--- src/rtl/easyaxi_mst_ar_pkg.sv ---
//------------------------------------------------------------------------------
// easyaxi_mst_ar_pkg : shared AXI define and width helper for the AR issuer
// Rev 1.0
//------------------------------------------------------------------------------
`default_nettype none

`ifndef AXI_ADDR_WIDTH
`define AXI_ADDR_WIDTH 32
`endif

package easyaxi_mst_ar_pkg;

   // Bits needed to hold values 0..max_val, never less than one.
   function automatic int cnt_width(input int max_val);
      return (max_val < 2) ? 1 : $clog2(max_val + 1);
   endfunction

endpackage

`default_nettype wire

--- src/rtl/easyaxi_mst_ar.sv ---
//------------------------------------------------------------------------------
// easyaxi_mst_ar : issues REQ_NUM incrementing AXI read addresses with optional gaps
// Rev 1.0
//------------------------------------------------------------------------------
`default_nettype none

`ifndef AXI_ADDR_WIDTH
`define AXI_ADDR_WIDTH 32
`endif

module easyaxi_mst_ar
   import easyaxi_mst_ar_pkg::*;
#(
   parameter int                        AXI_ADDR_WIDTH = `AXI_ADDR_WIDTH,
   parameter int                        REQ_NUM        = 4,
   parameter logic [AXI_ADDR_WIDTH-1:0] ADDR_START     = '0,
   parameter logic [AXI_ADDR_WIDTH-1:0] ADDR_STEP      = 'h40,
   parameter int                        GAP_CYCLES     = 0,
   parameter int                        CNT_W          = $clog2(REQ_NUM + 1)
)(
   input  logic                      clk,
   input  logic                      rst,
   input  logic                      enable,
   output logic                      axi_mst_arvalid,
   input  logic                      axi_mst_arready,
   output logic [AXI_ADDR_WIDTH-1:0] axi_mst_araddr,
   output logic [CNT_W-1:0]          req_cnt,
   output logic                      done
);

   localparam int GAP_W = cnt_width(GAP_CYCLES);

   localparam logic [1:0] c_st_idle = 2'd0;
   localparam logic [1:0] c_st_req  = 2'd1;
   localparam logic [1:0] c_st_gap  = 2'd2;
   localparam logic [1:0] c_st_done = 2'd3;

   localparam logic [CNT_W-1:0] c_last_cnt   = CNT_W'(REQ_NUM - 1);
   localparam logic [GAP_W-1:0] c_gap_reload = GAP_W'(GAP_CYCLES - 1);

   logic [1:0]                r_state;
   logic                      r_arvalid;
   logic [AXI_ADDR_WIDTH-1:0] r_araddr;
   logic [CNT_W-1:0]          r_req_cnt;
   logic                      r_done;
   logic [GAP_W-1:0]          r_gap_cnt;

   always_ff @(posedge clk or posedge rst) begin
      if (rst) begin
         r_state   <= c_st_idle;
         r_arvalid <= 1'b0;
         r_araddr  <= '0;
         r_req_cnt <= '0;
         r_done    <= 1'b0;
         r_gap_cnt <= '0;
      end else begin
         case (r_state)
            c_st_idle: begin
               if (enable) begin
                  r_state   <= c_st_req;
                  r_arvalid <= 1'b1;
                  r_araddr  <= ADDR_START;
                  r_req_cnt <= '0;
                  r_done    <= 1'b0;
               end
            end
            c_st_req: begin
               // Valid is never retracted: enable only matters once accepted.
               if (axi_mst_arready) begin
                  r_req_cnt <= r_req_cnt + CNT_W'(1);
                  if (r_req_cnt == c_last_cnt) begin
                     r_state   <= c_st_done;
                     r_arvalid <= 1'b0;
                     r_done    <= 1'b1;
                  end else if (!enable) begin
                     r_state   <= c_st_idle;
                     r_arvalid <= 1'b0;
                  end else if (GAP_CYCLES == 0) begin
                     r_araddr  <= r_araddr + ADDR_STEP;
                  end else begin
                     r_state   <= c_st_gap;
                     r_arvalid <= 1'b0;
                     r_gap_cnt <= c_gap_reload;
                     r_araddr  <= r_araddr + ADDR_STEP;
                  end
               end
            end
            c_st_gap: begin
               if (!enable) begin
                  r_state <= c_st_idle;
               end else if (r_gap_cnt == '0) begin
                  r_state   <= c_st_req;
                  r_arvalid <= 1'b1;
               end else begin
                  r_gap_cnt <= r_gap_cnt - GAP_W'(1);
               end
            end
            default: begin
               if (!enable) begin
                  r_state <= c_st_idle;
                  r_done  <= 1'b0;
               end
            end
         endcase
      end
   end

   assign axi_mst_arvalid = r_arvalid;
   assign axi_mst_araddr  = r_araddr;
   assign req_cnt         = r_req_cnt;
   assign done            = r_done;

endmodule

`default_nettype wire

--- config.mk ---
export PLATFORM = sky130hd
export DESIGN_NAME = easyaxi_mst_ar
export DESIGN_NICKNAME = d
export VERILOG_FILES = /design/src/rtl/easyaxi_mst_ar_pkg.sv /design/src/rtl/easyaxi_mst_ar.sv
export SDC_FILE = /design/constraint.sdc
export NUM_CORES = 1
export LEC_CHECK = 0
export CAP_MARGIN = 20
export CORE_MARGIN = 3
export CORE_UTILIZATION = 56
export CTS_BUF_LIST = sky130_fd_sc_hd__clkbuf_8
export CTS_CLUSTER_DIAMETER = 30
export DETAILED_ROUTE_END_ITERATION = 8
export PLACE_DENSITY = 0.95
export SYNTH_ARGS = -nofsm -noshare
export SYNTH_HDL_FRONTEND = slang
export SYNTH_SLANG_ARGS = --single-unit
--- constraint.sdc ---
create_clock -name clk -period 5 [get_ports clk]
set_input_delay 1 -clock clk [delete_from_list [all_inputs] [get_ports clk]]
set_output_delay 1 -clock clk [all_outputs]
set_load 0.01 [all_outputs]
==> results.txt, run 1 <==
Die height -> 63.0 um
Die area -> 0.00397 sq mm
Synth top area cells -> dfrtp_1 (45%), a21oi_1 (5.0%), or4_1 (4.1%), nand2_1 (3.9%), o31ai_1 (3.7%)
Kind of critical path -> input pin to flip-flop
Num rows -> 20
Flops & latches, synth -> 33
TritonCTS clock tree -> done
Commonest cells after routing, fill and taps aside -> clkdlybuf4s50_1 (34), dfrtp_1 (33), nand2_1 (19)
Hold wc startpoint -> axi_mst_arvalid
Area share of the leading cell type in the synthesized netlist -> 0.454
Kind of capture point of the worst setup path -> flip-flop
Vias in the first global route -> 1527
Final count of negative-setup-slack endpoints -> 0
Cell accounting for the most synthesized area -> dfrtp_1
Path depth of the worst reg2reg path -> 6
Final Max Slew Viols -> 0
Count of unique library cells instantiated by Yosys -> 39
Final critical-path setup slack -> 2.05 ns
LEAKAGE -> 0.949 nW
Global-route total usage across every layer -> 0.229
Per-cell via count in the routed design -> 5.87
Hold buffer count at CTS -> 0
Routed wire length -> 4.22 mm
Antenna violations before repair -> 0
Final critical path time including I/O delays and setup -> 2.95 ns
Area of the multi-input gates -> 897 sq um
Number of top-level pins -> 41
Yosys warning total -> 0
TritonRoute pass-1 iters -> 4
DRC -> 0
Number of buffers inserted during clock tree synthesis -> 5
RePlAce Congestion -> 0.846
Ant diodes -> 0
Maximum number of pins on one net before global-route repair -> 29
Number of cells traversed by the worst hold path -> 1
Transition time of the tightest slew-check pin -> 0.806 ns
GR Overflow Total -> 0
PostCTS Resize Cnt -> 0
DP Wirelength -> 2.82 mm
Final routed wire length divided by cell count -> 15.2 um
Sequential cell area -> 826 sq um
Data required time of the worst path -> 5.21 ns
Status -> complete, no violations
Post-synthesis to final-layout area growth -> 25.2%
Minimum setup slack among reg-to-reg paths -> 2.52 ns
Fill cells -> 236
CTS H-Tree Depth -> 2
Power density over the cells -> 315 mW/mm^2
Die outline width -> 63.0 um
Post-Synthesis Cell Area -> 0.00182 sq mm
Hold Worst Slack -> 0.538 ns
Number of sinks on the clock net -> 33
Layout Nets -> 239
Clock-pin slew on the worst setup and hold paths -> 0.07 ns
Placeable Area -> 0.00308 sq mm
Final Skew -> 0.00338 ns
Most frequent standard cell in the layout excluding fill and tap cells -> clkdlybuf4s50_1
Share of final-layout standard cells stronger than drive strength 1 -> 0.0730
Buffer depth of the longest clock path -> 2
Port Buffers -> 34
Class of the most critical hold timing path -> flip-flop to flip-flop
Highest Clock Rate -> 0.339 GHz
R2r endpoint -> axi_mst_araddr[19]
Worst R2R Start -> req_cnt[0]
Fin. Hold Viols -> 0
Cell chain of the critical path -> clkdlybuf4s50_1 > nand2b_1 > a2111o_1 > or4_1 > a21oi_1
Vias -> 1627
Final Cycle Share -> 0.591
Critical Path Max Stage Delay -> 0.68 ns
Worst slew slack as a fraction of its limit -> 0.449
CP max stage cell -> clkdlybuf4s50_1
Count of antenna-violating nets left after detailed routing -> 0
Starting utilization of the core area -> 0.591
Worst Setup Start Kind -> input pin
Per-instance average area after synthesis -> 9.18 sq um
Worst Hold Path EP -> axi_mst_arvalid
Pre-CTS WS -> 1.81 ns
Wire length of the first global-routing pass -> 7.16 mm
Worst path arrival time -> 3.16 ns
Max-capacitance violation count -> 0
Buffer type at the clock tree root -> clkbuf_8
Maximum fanout along the worst path -> 14
Post-CTS setup buffers -> 0
Number of DRC markers after the initial detailed-route iteration -> 61
Maximum VDD drop -> 0.000241 V
Part of the Yosys area used for sequential elements -> 0.454
Syn Inst Count -> 198
Worst skew pair latency -> 0.28 ns
Final-layout setup total negative slack -> 0 ns
Setup repair after global routing missed its margin -> false
-- where the power goes --
| part | internal, W | leakage (nW) | total [W] | switching [W] |
|---|---|---|---|---|
| combinational | 0.0000841 | 0.446 | 0.000170 | 0.0000858 |
| clock | 0.000124 | 0.0542 | 0.000220 | 0.0000961 |
| sequential | 0.000293 | 0.449 | 0.000327 | 0.0000341 |
| total | 0.000501 | 0.949 | 0.000717 | 0.000216 |
-- layout make-up --
class | instances | share of cell area
Clock buffer | 7 | 0.0423
Clock inverter | 1 | 0.00220
Inverter | 9 | 0.0148
Multi-Input combinational cell | 146 | 0.394
Sequential cell | 33 | 0.363
Tap cell | 44 | 0.0242
Timing Repair Buffer | 37 | 0.159
-- routing by layer --
layer  track usage  vias to the layer above  wire [um]  part of all wire
li1              -                      780          -                 -
met2         0.349                       65       1990              0.47
met4         0.132                        0        134             0.032
met5             0                        -          0                 0
met1         0.298                      768       1890              0.45
met3        0.0504                       14        210             0.050
-- kinds of logic after synthesis --
| group | after synthesis | share of synthesized area |
|---|---|---|
| and+or+nand+nor | 77 | 0.235 |
| AOI/OAI and AO/OA | 51 | 0.179 |
| DFF | 33 | 0.454 |
| buffers and inverters | 24 | 0.0626 |
| xor gates and xnor gates | 5 | 0.0241 |
| muxes | 4 | 0.0220 |
| adders and majority gates | 3 | 0.0206 |
| other | 1 | 0.00206 |
-- sequential cells by signal, summed over array words and instances (netlist names) --
name,flops
r_state,2
done,1
req_cnt,3
axi_mst_araddr,26
axi_mst_arvalid,1
-- stage by stage --
step / cell area, sq um / instances / power, W / utilization
3_5_place_dp: 2170 / 268 / 0.000492 / 0.704
5_1_grt: 2280 / 277 / 0.000760 / 0.739
4_1_cts: 2270 / 276 / 0.000721 / 0.737
6_report: 2280 / 277 / 0.000717 / 0.739
3_3_place_gp: 2170 / 268 / 0.000487 / 0.704
2_1_floorplan: 1840 / 203 / 0.000422 / -
-- worst max-delay path, delay by kind of cell --
kind | cells | cell delay (ns)
AOI/OAI and AO/OA | 2 | 0.76
buffers and inverters | 1 | 0.68
and+or+nand+nor | 2 | 0.72
-- Yosys cell counts --
master and number:
dfrtp_1 33, nand2_1 19, a21oi_1 18, nor2_1 10, o21ai_0 10, or4_1 10
inv_1 9, o31ai_1 9, clkbuf_1 8, nand3_1 8, buf_4 6, or2_2 5
or3_1 5, mux2i_1 4, nand4_1 4, nor2b_1 4, a22o_1 3, ha_1 3
nand2b_1 3, xor2_1 3, and3_1 2, nor4_1 2, o311ai_0 2, o41ai_1 2
xnor2_1 2, a2111o_1 1, a2111oi_0 1, a211oi_1 1, a21o_1 1, and4_1 1
buf_2 1, conb_1 1, nand4_2 1, nand4bb_1 1, nor3_1 1, nor4bb_1 1
o211ai_1 1, o21bai_1 1, o22ai_1 1
-- worst max path at each step --
stage,from,endpoint
3_5_place_dp,axi_mst_arready,axi_mst_araddr[19]
6_report,axi_mst_arready,axi_mst_araddr[19]
4_1_cts,axi_mst_arready,axi_mst_araddr[19]
2_1_floorplan,axi_mst_arready,axi_mst_araddr[22]
5_1_grt,axi_mst_arready,axi_mst_araddr[19]
3_3_place_gp,axi_mst_arready,axi_mst_araddr[19]
Power figures use the tool's default switching activity.
==> run 2, diff against run 1 <==
--- a/config.mk
+++ b/config.mk
@@ -7,11 +7,11 @@
 export LEC_CHECK = 0
 export CAP_MARGIN = 20
 export CORE_MARGIN = 3
-export CORE_UTILIZATION = 56
+export CORE_UTILIZATION = 52
 export CTS_BUF_LIST = sky130_fd_sc_hd__clkbuf_8
 export CTS_CLUSTER_DIAMETER = 30
 export DETAILED_ROUTE_END_ITERATION = 8
-export PLACE_DENSITY = 0.95
+export PLACE_DENSITY = 0.94
 export SYNTH_ARGS = -nofsm -noshare
 export SYNTH_HDL_FRONTEND = slang
 export SYNTH_SLANG_ARGS = --single-unit
==> constraint.sdc (replaced) <==
create_clock -name clk -period 2.8 [get_ports clk]
set_input_delay 0.56 -clock clk [delete_from_list [all_inputs] [get_ports clk]]
set_output_delay 0.56 -clock clk [all_outputs]
set_load 0.01 [all_outputs]
==> run 2 against run 1 <==
Die area grew 7.0%; worst hold slack worse by 0.0079 ns; highest routed layer unchanged; clock skew increased by 0.0043 ns; global-route usage increased by 0.70 points; sequential power increased by 77%; first-iteration DRC count up 87%; via count increased by 4.9%.
==> results.txt, run 2 (synthesis gave the netlist of run 1 again) <==
Number of DRC markers after the initial detailed-route iteration -> 114 (was 61)
Count of antenna-violating nets left after detailed routing -> 0 (unchanged)
DP Wirelength -> 3.04 mm (was 2.82 mm)
Count of placed standard cells including taps -> 272 (was 268)
Internal power -> 0.00103 W (was 0.000501 W)
Starting utilization of the core area -> 0.568 (was 0.591)
Cell chain of the critical path -> ha_1 > ha_1 > nand2b_1 > a2111o_1 > or4_1 > a21oi_1 (was clkdlybuf4s50_1 > nand2b_1 > a2111o_1 > or4_1 > a21oi_1)
PostCTS Resize Cnt -> 0 (unchanged)
Worst Setup Start Kind -> flip-flop (was input pin)
Maximum VDD drop -> 0.000414 V (was 0.000241 V)
Power density over the cells -> 611 mW/mm^2 (was 315 mW/mm^2)
Final count of negative-setup-slack endpoints -> 0 (unchanged)
Critical Path Max Stage Delay -> 0.62 ns (was 0.68 ns)
Commonest cells after routing, fill and taps aside -> clkdlybuf4s50_1 (34), dfrtp_1 (33), nand2_1 (19) (unchanged)
TritonRoute pass-1 iters -> 4 (unchanged)
Layout Nets -> 242 (was 239)
Final critical-path setup slack -> 0.245 ns (was 2.05 ns)
TritonCTS clock tree -> done (unchanged)
Ant diodes -> 0 (unchanged)
Buffer depth of the longest clock path -> 2 (unchanged)
Hold wc startpoint -> req_cnt[2] (was axi_mst_arvalid)
Worst skew pair latency -> 0.30 ns (was 0.28 ns)
Most frequent standard cell in the layout excluding fill and tap cells -> clkdlybuf4s50_1 (unchanged)
Switching Fraction -> 0.277 (was 0.301)
R2r endpoint -> axi_mst_araddr[23] (was axi_mst_araddr[19])
Wire length of the first global-routing pass -> 7.58 mm (was 7.16 mm)
Per-cell via count in the routed design -> 6.10 (was 5.87)
Status -> complete, no violations (unchanged)
Fraction of power consumed by sequential logic -> 0.408 (was 0.456)
Clock-pin slew on the worst setup and hold paths -> 0.07 ns (about the same)
Global-route total usage across every layer -> 0.236 (was 0.229)
Fill cells -> 238 (was 236)
Transition time of the tightest slew-check pin -> 0.604 ns (was 0.806 ns)
Number of flip-flops in the largest register -> 26 (unchanged)
Post-CTS setup buffers -> 0 (unchanged)
Final-layout setup total negative slack -> 0 ns (unchanged)
Worst Hold Path EP -> req_cnt[2] (was axi_mst_arvalid)
Port Buffers -> 34 (unchanged)
CTS H-Tree Depth -> 2 (unchanged)
Die height -> 65.1 um (was 63.0 um)
Maximum number of pins on one net before global-route repair -> 34 (was 29)
Number of buffers and inverters on the critical path -> 0 (was 1)
Number of top-level pins -> 41 (unchanged)
Number of cells traversed by the worst hold path -> 1 (unchanged)
Placeable Area -> 0.00320 sq mm (was 0.00308 sq mm)
Max-capacitance violation count -> 0 (unchanged)
RePlAce Congestion -> 0.801 (was 0.846)
Top cell family by delay on the critical path -> simple AND/OR/NAND/NOR gates (was compound AO/OA/AOI/OAI gates)
Path depth of the worst reg2reg path -> 6 (unchanged)
Worst slew slack as a fraction of its limit -> 0.592 (was 0.449)
Share of final-layout standard cells stronger than drive strength 1 -> 0.0847 (was 0.0730)
GR Overflow Total -> 0 (unchanged)
Hold buffer count at CTS -> 0 (unchanged)
Num rows -> 20 (unchanged)
Routed wire length -> 4.58 mm (was 4.22 mm)
Kind of critical path -> flip-flop to flip-flop (was input pin to flip-flop)
Buffer type at the clock tree root -> clkbuf_8 (unchanged)
Most used cell, CP -> ha_1
CP max stage cell -> a2111o_1 (was clkdlybuf4s50_1)
Post-synthesis to final-layout area growth -> 28.2% (was 25.2%)
Antenna violations before repair -> 0 (unchanged)
Number of buffers inserted during clock tree synthesis -> 5 (unchanged)
Number of sinks on the clock net -> 33 (unchanged)
Vias -> 1707 (was 1627)
LEAKAGE -> 0.978 nW (was 0.949 nW)
Proportion of power drawn by the clock network -> 0.381 (was 0.307)
Kind of capture point of the worst setup path -> flip-flop (unchanged)
Maximum fanout along the worst path -> 14 (unchanged)
Cell Count, Final, Fillers Out -> 280 (was 277)
Final routed wire length divided by cell count -> 16.4 um (was 15.2 um)
Proportion of power drawn by combinational gates -> 0.212 (was 0.237)
Worst R2R Start -> req_cnt[0] (unchanged)
Data required time of the worst path -> 3.03 ns (was 5.21 ns)
Worst path arrival time -> 2.78 ns (was 3.16 ns)
Pre-CTS WS -> 0.180 ns (was 1.81 ns)
Class of the most critical hold timing path -> flip-flop to flip-flop (unchanged)
Power dissipated by switching net loads -> 0.000394 W (was 0.000216 W)
Vias in the first global route -> 1555 (was 1527)
Final Skew -> 0.00773 ns (was 0.00338 ns)
Final critical path time including I/O delays and setup -> 2.55 ns
DRC -> 0 (unchanged)
Fin. Hold Viols -> 0 (unchanged)
Minimum setup slack among reg-to-reg paths -> 0.25 ns (was 2.52 ns)
Setup repair after global routing missed its margin -> false (unchanged)
Highest Clock Rate -> 0.391 GHz
Die area -> 0.00424 sq mm (was 0.00397 sq mm)
Final Cycle Share -> 0.912
Final Max Slew Viols -> 0 (unchanged)
Die outline width -> 65.1 um (was 63.0 um)
[run 2: layer usage]
layer  vias to the layer above  wire, um  global-route usage
met5                         -         0                   0
met4                         0       151               0.101
met3                        19       327              0.0650
met2                        84      2160               0.364
met1                       820      1940               0.313
li1                        784         -                   -
[run 2: power groups by stage]
stage	Clock, W	Sequential (W)	Combinational [W]
3_5_place_dp	0	0.000588	0.000298
3_3_place_gp	0	0.000586	0.000290
2_1_floorplan	0	0.000591	0.000163
5_1_grt	0.000565	0.000593	0.000334
6_report	0.000542	0.000580	0.000301
4_1_cts	0.000545	0.000580	0.000304
[run 2: cell type report]
type / instances / area (sq um) / share of cell area
inverters: 9 / 33.8 / 0.0145
well taps: 44 / 55.1 / 0.0236
flip-flops and latches: 33 / 826 / 0.354
repair buffers: 40 / 385 / 0.165
multi-input cells: 146 / 897 / 0.385
clock buffers: 5 / 68.8 / 0.0295
clock inverters: 3 / 65.1 / 0.0279
[run 2: worst register-to-register path, delay by kind of cell (launching register included)]
family	cells	cell delay, ns
AND/OR/NAND/NOR	2	0.80
AO/OA/AOI/OAI	2	0.78
adder cells (fa/ha/maj)	2	0.48
flip-flops	1	0.43
[run 2: through the flow]
stage | instance area [sq um] | utilization | power (W) | hold slack, ns
2_1_floorplan | 1840 | - | 0.000753 | 0.543
3_3_place_gp | 2200 | 0.686 | 0.000876 | 0.513
3_5_place_dp | 2200 | 0.686 | 0.000886 | 0.518
4_1_cts | 2330 | 0.728 | 0.00143 | 0.535
5_1_grt | 2330 | 0.728 | 0.00149 | 0.577
6_report | 2330 | 0.728 | 0.00142 | 0.530
[run 2: how the worst max path moves through the flow]
stage	from	end	slack [ns]	depth (start not counted)
floorplan	req_cnt[0]	axi_mst_araddr[17]	0.56	7
global placement	enable	axi_mst_araddr[23]	0.26	5
detailed placement	enable	axi_mst_araddr[23]	0.18	5
CTS	req_cnt[0]	axi_mst_araddr[23]	0.25	6
global route	req_cnt[0]	axi_mst_araddr[23]	0.16	6
finish	req_cnt[0]	axi_mst_araddr[23]	0.25	6
